**src/rtl/alu_pkg.sv**
```systemverilog
// Shared ALU datapath types and default sizing constants.
package alu_pkg;

  localparam int ALU_OPERANDSIZE = 64;
  localparam int ALU_REGADDR     = 5;
  localparam int ALU_WB_DEPTH    = 4;

  typedef struct packed {
    logic [ALU_REGADDR-1:0]     rd;
    logic [ALU_OPERANDSIZE-1:0] data;
  } wb_entry_t;

endpackage

```
**src/rtl/wb_fifo.sv**
```systemverilog
// Generic synchronous in-order FIFO with registered occupancy count.
// Storage is not cleared on reset; resetting pointers and count flushes it.
module wb_fifo import alu_pkg::*; #(
  parameter int W     = $bits(wb_entry_t),
  parameter int DEPTH = ALU_WB_DEPTH
) (
  input  logic                       clk,
  input  logic                       rst,
  input  logic                       push,
  input  logic [W-1:0]               din,
  input  logic                       pop,
  output logic [W-1:0]               dout,
  output logic [$clog2(DEPTH+1)-1:0] count
);

  localparam int AW = $clog2(DEPTH);
  localparam int CW = $clog2(DEPTH+1);

  logic [W-1:0]  mem [DEPTH];
  logic [AW-1:0] wptr;
  logic [AW-1:0] rptr;
  logic          do_push;
  logic          do_pop;

  // Guard against overflow/underflow even if the caller misbehaves.
  assign do_push = push && (count != CW'(DEPTH));
  assign do_pop  = pop && (count != '0);
  assign dout    = mem[rptr];

  always_ff @(posedge clk) begin
    if (do_push) mem[wptr] <= din;
  end

  always_ff @(posedge clk or posedge rst) begin
    if (rst) begin
      wptr  <= '0;
      rptr  <= '0;
      count <= '0;
    end else begin
      if (do_push) wptr <= wptr + AW'(1);
      if (do_pop)  rptr <= rptr + AW'(1);
      case ({do_push, do_pop})
        2'b10:   count <= count + CW'(1);
        2'b01:   count <= count - CW'(1);
        default: count <= count;
      endcase
    end
  end

endmodule

```
**src/rtl/alu_wb_buffer.sv**
```systemverilog
// ALU result write-back buffer: valid/ready intake, r0 filter, FIFO drain to the
// register-file write port. Optional same-cycle bypass when ALU_WB_BYPASS_EN is defined.
module alu_wb_buffer import alu_pkg::*; #(
  parameter int OPERANDSIZE = ALU_OPERANDSIZE,
  parameter int DEPTH       = ALU_WB_DEPTH,
  parameter int REGADDR     = ALU_REGADDR
) (
  input  logic                       clk,
  input  logic                       rst,
  input  logic                       res_valid,
  output logic                       res_ready,
  input  logic [REGADDR-1:0]         res_rd,
  input  logic [OPERANDSIZE-1:0]     res_data,
  output logic                       wr_en,
  input  logic                       wr_ready,
  output logic [REGADDR-1:0]         wr_addr,
  output logic [OPERANDSIZE-1:0]     wr_data,
  output logic [$clog2(DEPTH+1)-1:0] count,
  output logic                       drop_zero
);

  localparam int EW = REGADDR + OPERANDSIZE;
  localparam int CW = $clog2(DEPTH+1);

  // Handshakes: a transfer happens on a cycle where valid and ready are both high
  // at the rising edge; ready never depends on valid in the same cycle.

  logic [EW-1:0] head;
  logic          accept;
  logic          nonzero;
  logic          bypass;
  logic          push;
  logic          pop;
  logic          has_data;

  assign has_data  = (count != '0);
  assign res_ready = (count != CW'(DEPTH));
  assign accept    = res_valid && res_ready;
  assign nonzero   = (res_rd != '0);

`ifdef ALU_WB_BYPASS_EN
  assign bypass = !has_data && res_valid && nonzero && wr_ready;
  assign wr_en  = has_data || (!has_data && res_valid && nonzero);
`else
  assign bypass = 1'b0;
  assign wr_en  = has_data;
`endif

  assign push = accept && nonzero && !bypass;
  assign pop  = has_data && wr_ready;

  wb_fifo #(.W(EW), .DEPTH(DEPTH)) u_fifo (
    .clk   (clk),
    .rst   (rst),
    .push  (push),
    .din   ({res_rd, res_data}),
    .pop   (pop),
    .dout  (head),
    .count (count)
  );

  // Outputs read as zero when nothing is offered so reset/idle values are clean.
  always_comb begin
    wr_addr = '0;
    wr_data = '0;
    if (has_data) begin
      {wr_addr, wr_data} = head;
    end
`ifdef ALU_WB_BYPASS_EN
    else if (res_valid && nonzero) begin
      wr_addr = res_rd;
      wr_data = res_data;
    end
`endif
  end

  always_ff @(posedge clk or posedge rst) begin
    if (rst) drop_zero <= 1'b0;
    else     drop_zero <= accept && !nonzero;
  end

endmodule

```
**config.mk**
```make
export PLATFORM = sky130hd
export DESIGN_NAME = alu_wb_buffer
export DESIGN_NICKNAME = d
export VERILOG_FILES = /design/src/rtl/alu_pkg.sv /design/src/rtl/wb_fifo.sv /design/src/rtl/alu_wb_buffer.sv
export SDC_FILE = /design/constraint.sdc
export NUM_CORES = 1
export LEC_CHECK = 0
export ABC_AREA = 1
export CAP_MARGIN = 30
export CORE_ASPECT_RATIO = 1.25
export CORE_UTILIZATION = 33
export CTS_CLUSTER_DIAMETER = 100
export DETAILED_ROUTE_END_ITERATION = 7
export PLACE_DENSITY = 0.52
export SLEW_MARGIN = 0
export SYNTH_ARGS = -nofsm -noshare
export SYNTH_HDL_FRONTEND = slang
export SYNTH_SLANG_ARGS = --single-unit
```
**constraint.sdc**
```tcl
create_clock -name clk -period 5.2 [get_ports clk]
set_clock_uncertainty 0.1 [all_clocks]
set_input_delay 1.04 -clock clk [delete_from_list [all_inputs] [get_ports clk]]
set_output_delay 1.04 -clock clk [all_outputs]
set_load 0.02 [all_outputs]
```
Yosys cells after proc, flatten, opt, wreduce, memory -nomap -nowiden

Memories as Yosys holds them, arrays and structs flattened.
Cells that the tools add are included.

RAM bits: 276
Memories kept: 1
Flip-flop bits (word level): 8
Input bits: 73
Logic and storage cells: 27

Memories:

| name       | words | bits a word | rd ports | clocked after Yosys merged registers in | write ports | line          | text |
|---|---|---|---|---|---|---|---|
| u_fifo.mem | 4     | 69          | 1        | 0                                       | 1           | wb_fifo.sv:19 | `logic [W-1:0] mem [DEPTH];` |

Mux-type cells: 5
Equal/unequal tests: 3
Reduce and logical (&&, ||, !) cells: 10
Add/sub/neg operators: 4

Operators with widths:

| cell                                                                  | number |
|---|---|
| 64-bit two-way mux                                                    | 1 |
| 1-bit logical AND                                                     | 6 |
| 3-bit case mux with 2 select lines                                    | 1 |
| 5-bit two-way mux                                                     | 1 |
| 5-bit nonzero test                                                    | 1 |
| 2-bit by 1-bit adder with 2-bit output, second input constant         | 2 |
| 3-bit by 1-bit adder with 3-bit output, second input constant         | 1 |
| 3-bit inequality test, second input constant                          | 1 |
| 3-bit nonzero test                                                    | 1 |
| 3-bit by 1-bit subtractor with 3-bit output, second input constant    | 1 |
| 2-bit by 1-bit equality test with 1-bit output, second input constant | 1 |
| 2-bit equality test, second input constant                            | 1 |
| 1-bit two-way mux                                                     | 2 |
| 2-bit nonzero test                                                    | 1 |
| 1-bit logical NOT                                                     | 1 |

Logic depth before layout (Yosys ltp)

Word-level depth: 6
Mapped depth: 11
Mapped depth without buffers: 11

Modules after synthesis

Synthesis repeated with hierarchy kept, for this count alone.

Cells, all modules: 1028
Area, all modules: 12066.6 um2

Modules (own cells, without submodules):

| module        | cells each | sequential area each (um2) | times used | area an instance (um2) |
|---|---|---|---|---|
| wb_fifo       | 865        | 8463.1                     | 1          | 11367.2 |
| alu_wb_buffer | 163        | 25.0                       | 1          | 699.4 |

Least setup slack after synthesis

OpenSTA, ideal clock, no wires.

Kind: input to register
Start: input port res_valid
End: memory u_fifo.mem[0][0] (netlist bit) (enable)
Arrival time: 4.365 ns
Slack: 0.238 ns
Stages on the path: 4
Library setup time: 0.497 ns
Cells stage by stage: inv_1 -> a21oi_1 -> nand2_1 -> nor2_1

Longest elaborated chain between the ends: 5

RTL lines:

| what                                    | line                | text |
|---|---|---|
| start, declared                         | alu_wb_buffer.sv:10 | `input logic res_valid,` |
| 1-bit logical AND                       | alu_wb_buffer.sv:38 | `assign accept = res_valid && res_ready;` |
| 1-bit logical AND                       | alu_wb_buffer.sv:49 | `assign push = accept && nonzero && !bypass;` |
| 1-bit logical AND                       | wb_fifo.sv:26       | `assign do_push = push && (count != CW'(DEPTH));` |
| 1-bit two-way mux                       | wb_fifo.sv:31       | `if (do_push) mem[wptr] <= din;` |
| 1-bit two-way mux (implied by the code) | wb_fifo.sv:31       |  |
| end, declared                           | wb_fifo.sv:19       |  |

Every way passes these cells.

Final worst setup path

Start: register u_fifo.rptr[0]
End: output port wr_data[18]

Longest elaborated chain between the ends: 2

RTL lines:

| what                   | line                | text |
|---|---|---|
| start, declared        | wb_fifo.sv:21       | `logic [AW-1:0] rptr;` |
| start signal, assigned | wb_fifo.sv:41       | `if (do_pop) rptr <= rptr + AW'(1);` |
| memory read 4 x 69 bit | --                  |  |
| 64-bit two-way mux     | alu_wb_buffer.sv:66 | `if (has_data) begin` |
| end, declared          | alu_wb_buffer.sv:17 | `output logic [OPERANDSIZE-1:0] wr_data,` |

Every way passes these cells.

==> run_results.csv <==
group,metric,value,unit
global_routing,grt_max_degree,93,
critical_path,worstPathMaxFanout,49,
synth,synth_compound_gate_area_share,0.0617,
floorplanning,chipHeight,210,microns
cts,post_cts_resized,0,
global_routing,grt_pass1_wl,38600,microns
hold_path,hold_path.class,"flip-flop to flip-flop",
finish,final_layout_size_suffix_gt1_frac,0.0600,
timing,maxSlewHeadroom,0.456,
route,num_vias,7072,
route,wl_per_cell,16.0,microns
finish,stdcell_count,1562,
timing,rsz0062_at_grt,"false",
cts,cts_root_buf,"clkbuf_16",
place,dp.cells,1513,
synth,syn_avg_cell_area,12.1,sq um
global_routing,grt.total_usage,0.142,
synth,synthAdderAreaFrac,0.00721,
timing,hold_ws,0.417,ns
floorplanning,die_w,169,microns
cts,cts.sinks,284,
synth,ys_seq_area_frac,0.742,
synth,synth-xor-area-share,0.00230,
timing,slew_violations,0,
synth,yosysTopAreaCell,"edfxtp_1",
floorplanning,die-area,35400,sq um
route,drtPass1Iterations,4,
floorplanning,start_util,0.338,
floorplanning,io-pin-count,148,
critical_path,reg2reg_depth,5,
place,dp_hpwl,13400,microns
cts,cts-hold-fix-buffers,0,
synth,synth_nets,1023,
finish,antenna_cells,0,
synth,syn_inst,944,
global_routing,overflow,0,
cts,cts_max_path_buffers,3,
pwr,p_leak,5.08,nW
timing,finalHoldViolCount,0,
synth,ys_top_cells_by_area,"edfxtp_1 (72%), nand2_1 (9.1%), nor2_1 (4.8%)",
pwr,power.density,616,nW/um^2
route,wirelength,24900,microns
synth,yosysTopAreaCellShare,0.724,
hold_path,hold_depth,1,
timing,fin_setup_tns,0,ns
finish,nets,1161,
global_routing,antenna_found_initial,0,
synth,muxShareOfSynthArea,0,
timing,tightest_slew,0.815,ns
place,place.gp.congestion,0.673,
cts,clk_pin_slew,0.06,ns
route,route.detailed.drc,0,
route,ant_nets,0,
cts,cts_setup_buffers,0,
cts,numCtsBuffers,29,
critical_path,start_kind,"flip-flop",
critical_path,endpoint_kind,"output pin",
synth,ys_types,23,
cts,cts_tree,"built",
cts,htreeDepth,1,
critical_path,cp.arrival,3.15,ns
timing,final.min_clock_period,4.29,ns
floorplanning,std_cell_rows,75,
synth,ys_seq_elements,284,
route,initialDrtViolationCount,486,
floorplanning,core-area,33900,sq um
critical_path,crit_required,4.06,ns
route,viasPerCell,4.53,
synth,yosysWarnings,0,
pwr,ir_worst_vdd,340,uV
flow_run,maxCapViolCount,0,
cts,clkLatencyLatePin,0.54,ns
timing,period_share,0.824,
timing,setup_viol,0,
synth,synth-simple-area-share,0.147,
global_routing,grt_pass1_vias,6933,
synth,synth_area,11400,sq um
place,io_buffers,147,
timing,max_freq,233,MHz
status,outcome,"completed",
finish,syn2layout_area_growth,23.6,%
synth,synth_top_family_by_area,"simple AND/OR/NAND/NOR gates",
critical_path,crit_type,"flip-flop to output pin",
==> cells in the final DEF (no fill, tap or decap), types with 3 or more instances in the layout <==
master,count
ha_1,5
o21ai_1,17
nor2_1,142
nand2_1,278
clkinv_1,6
clkbuf_1,8
a21oi_1,70
dfrtp_1,7
edfxtp_1,276
nand2_2,10
clkinv_2,4
nor2_4,4
inv_1,15
buf_4,6
buf_12,7
o21ai_0,54
clkbuf_16,29
clkdlybuf4s50_1,147
nand3_1,3
==> layout make-up <==
| type | instances | area (sq um) |
|---|---|---|
| tap | 462 | 578 |
| timing repair buffer | 160 | 1660 |
| multi-input combinational | 589 | 2530 |
| fill | 3173 | 19700 |
| inverter | 18 | 72.6 |
| clock buffer | 37 | 756 |
| clock inverter | 12 | 60.1 |
| sequential | 284 | 8490 |
==> per-stage QoR <==
step | setup WS [ns] | utilization | power, mW | area, sq um
after global routing | 0.671 | 0.418 | 9.27 | 14100
after floorplan | 0.238 | - | 5.53 | 11400
after global placement | 1.43 | 0.393 | 7.00 | 13300
after CTS | 0.820 | 0.418 | 8.86 | 14100
final | 0.914 | 0.418 | 8.71 | 14100
after detailed placement | 1.42 | 0.393 | 7.01 | 13300
==> state kept, by name (all words and copies together) (netlist names) <==
register	flops
u_fifo.mem	276
u_fifo.count	3
u_fifo.rptr	2
u_fifo.wptr	2
drop_zero	1
==> layer usage <==
metal,vias to the layer above,GRT usage,part of all wire
li1,3496,-,-
met1,3402,0.187,0.46
met2,141,0.237,0.47
met3,33,0.0270,0.048
met4,0,0.0448,0.019
met5,-,0,0
==> critical path, cell delays in order, from the launching register on <==
cell	delay, ns
dfrtp_4	0.70
inv_4	0.28
buf_4	0.46
nand2_1	0.09
nand2_1	0.07
nand2_1	0.04
a21oi_1	0.25
clkdlybuf4s50_1	0.66
==> cells in the mapped netlist, drive strengths merged <==
library cell and n:
a21oi 70, buf 48, clkbuf 5, dfrtp 8, edfxtp 276, fa 1
ha 5, inv 18, nand2 288, nand3 3, nand3b 2, nor2 146
o21ai 71, xnor2 1, xor2 2
==> power by group <==
group / total [mW] / switching (mW) / leakage (nW) / internal, mW
combinational: 3.72 / 2.30 / 2.06 / 1.42
clock: 1.83 / 0.811 / 0.401 / 1.02
sequential: 3.16 / 0.163 / 2.62 / 2.99
total: 8.71 / 3.27 / 5.08 / 5.43
==> final timing paths <==
| check | endpoint | from | slack (ns) |
|---|---|---|---|
| min in group asynchronous | drop_zero | rst | 0.65 |
| worst min register to register | u_fifo.count[0] | u_fifo.count[0] | 0.42 |
| max in group asynchronous | u_fifo.rptr[0] | rst | 4.05 |
| worst max-delay path | wr_data[18] | u_fifo.rptr[0] | 0.91 |
| worst max register to register | u_fifo.mem[2][59] | u_fifo.count[0] | 2.64 |
| worst min-delay path | u_fifo.count[0] | u_fifo.count[0] | 0.42 |
==> cell families (layout without fill, tap and decap cells) <==
family,Yosys count,in the layout
and+or+nand+nor,439,439
DFF,284,284
AOI/OAI and AO/OA,141,141
buffers and inverters,71,227
adders and majority gates,6,6
xor gates and xnor gates,3,3
Note: power is estimated with default switching activity, not from simulation.
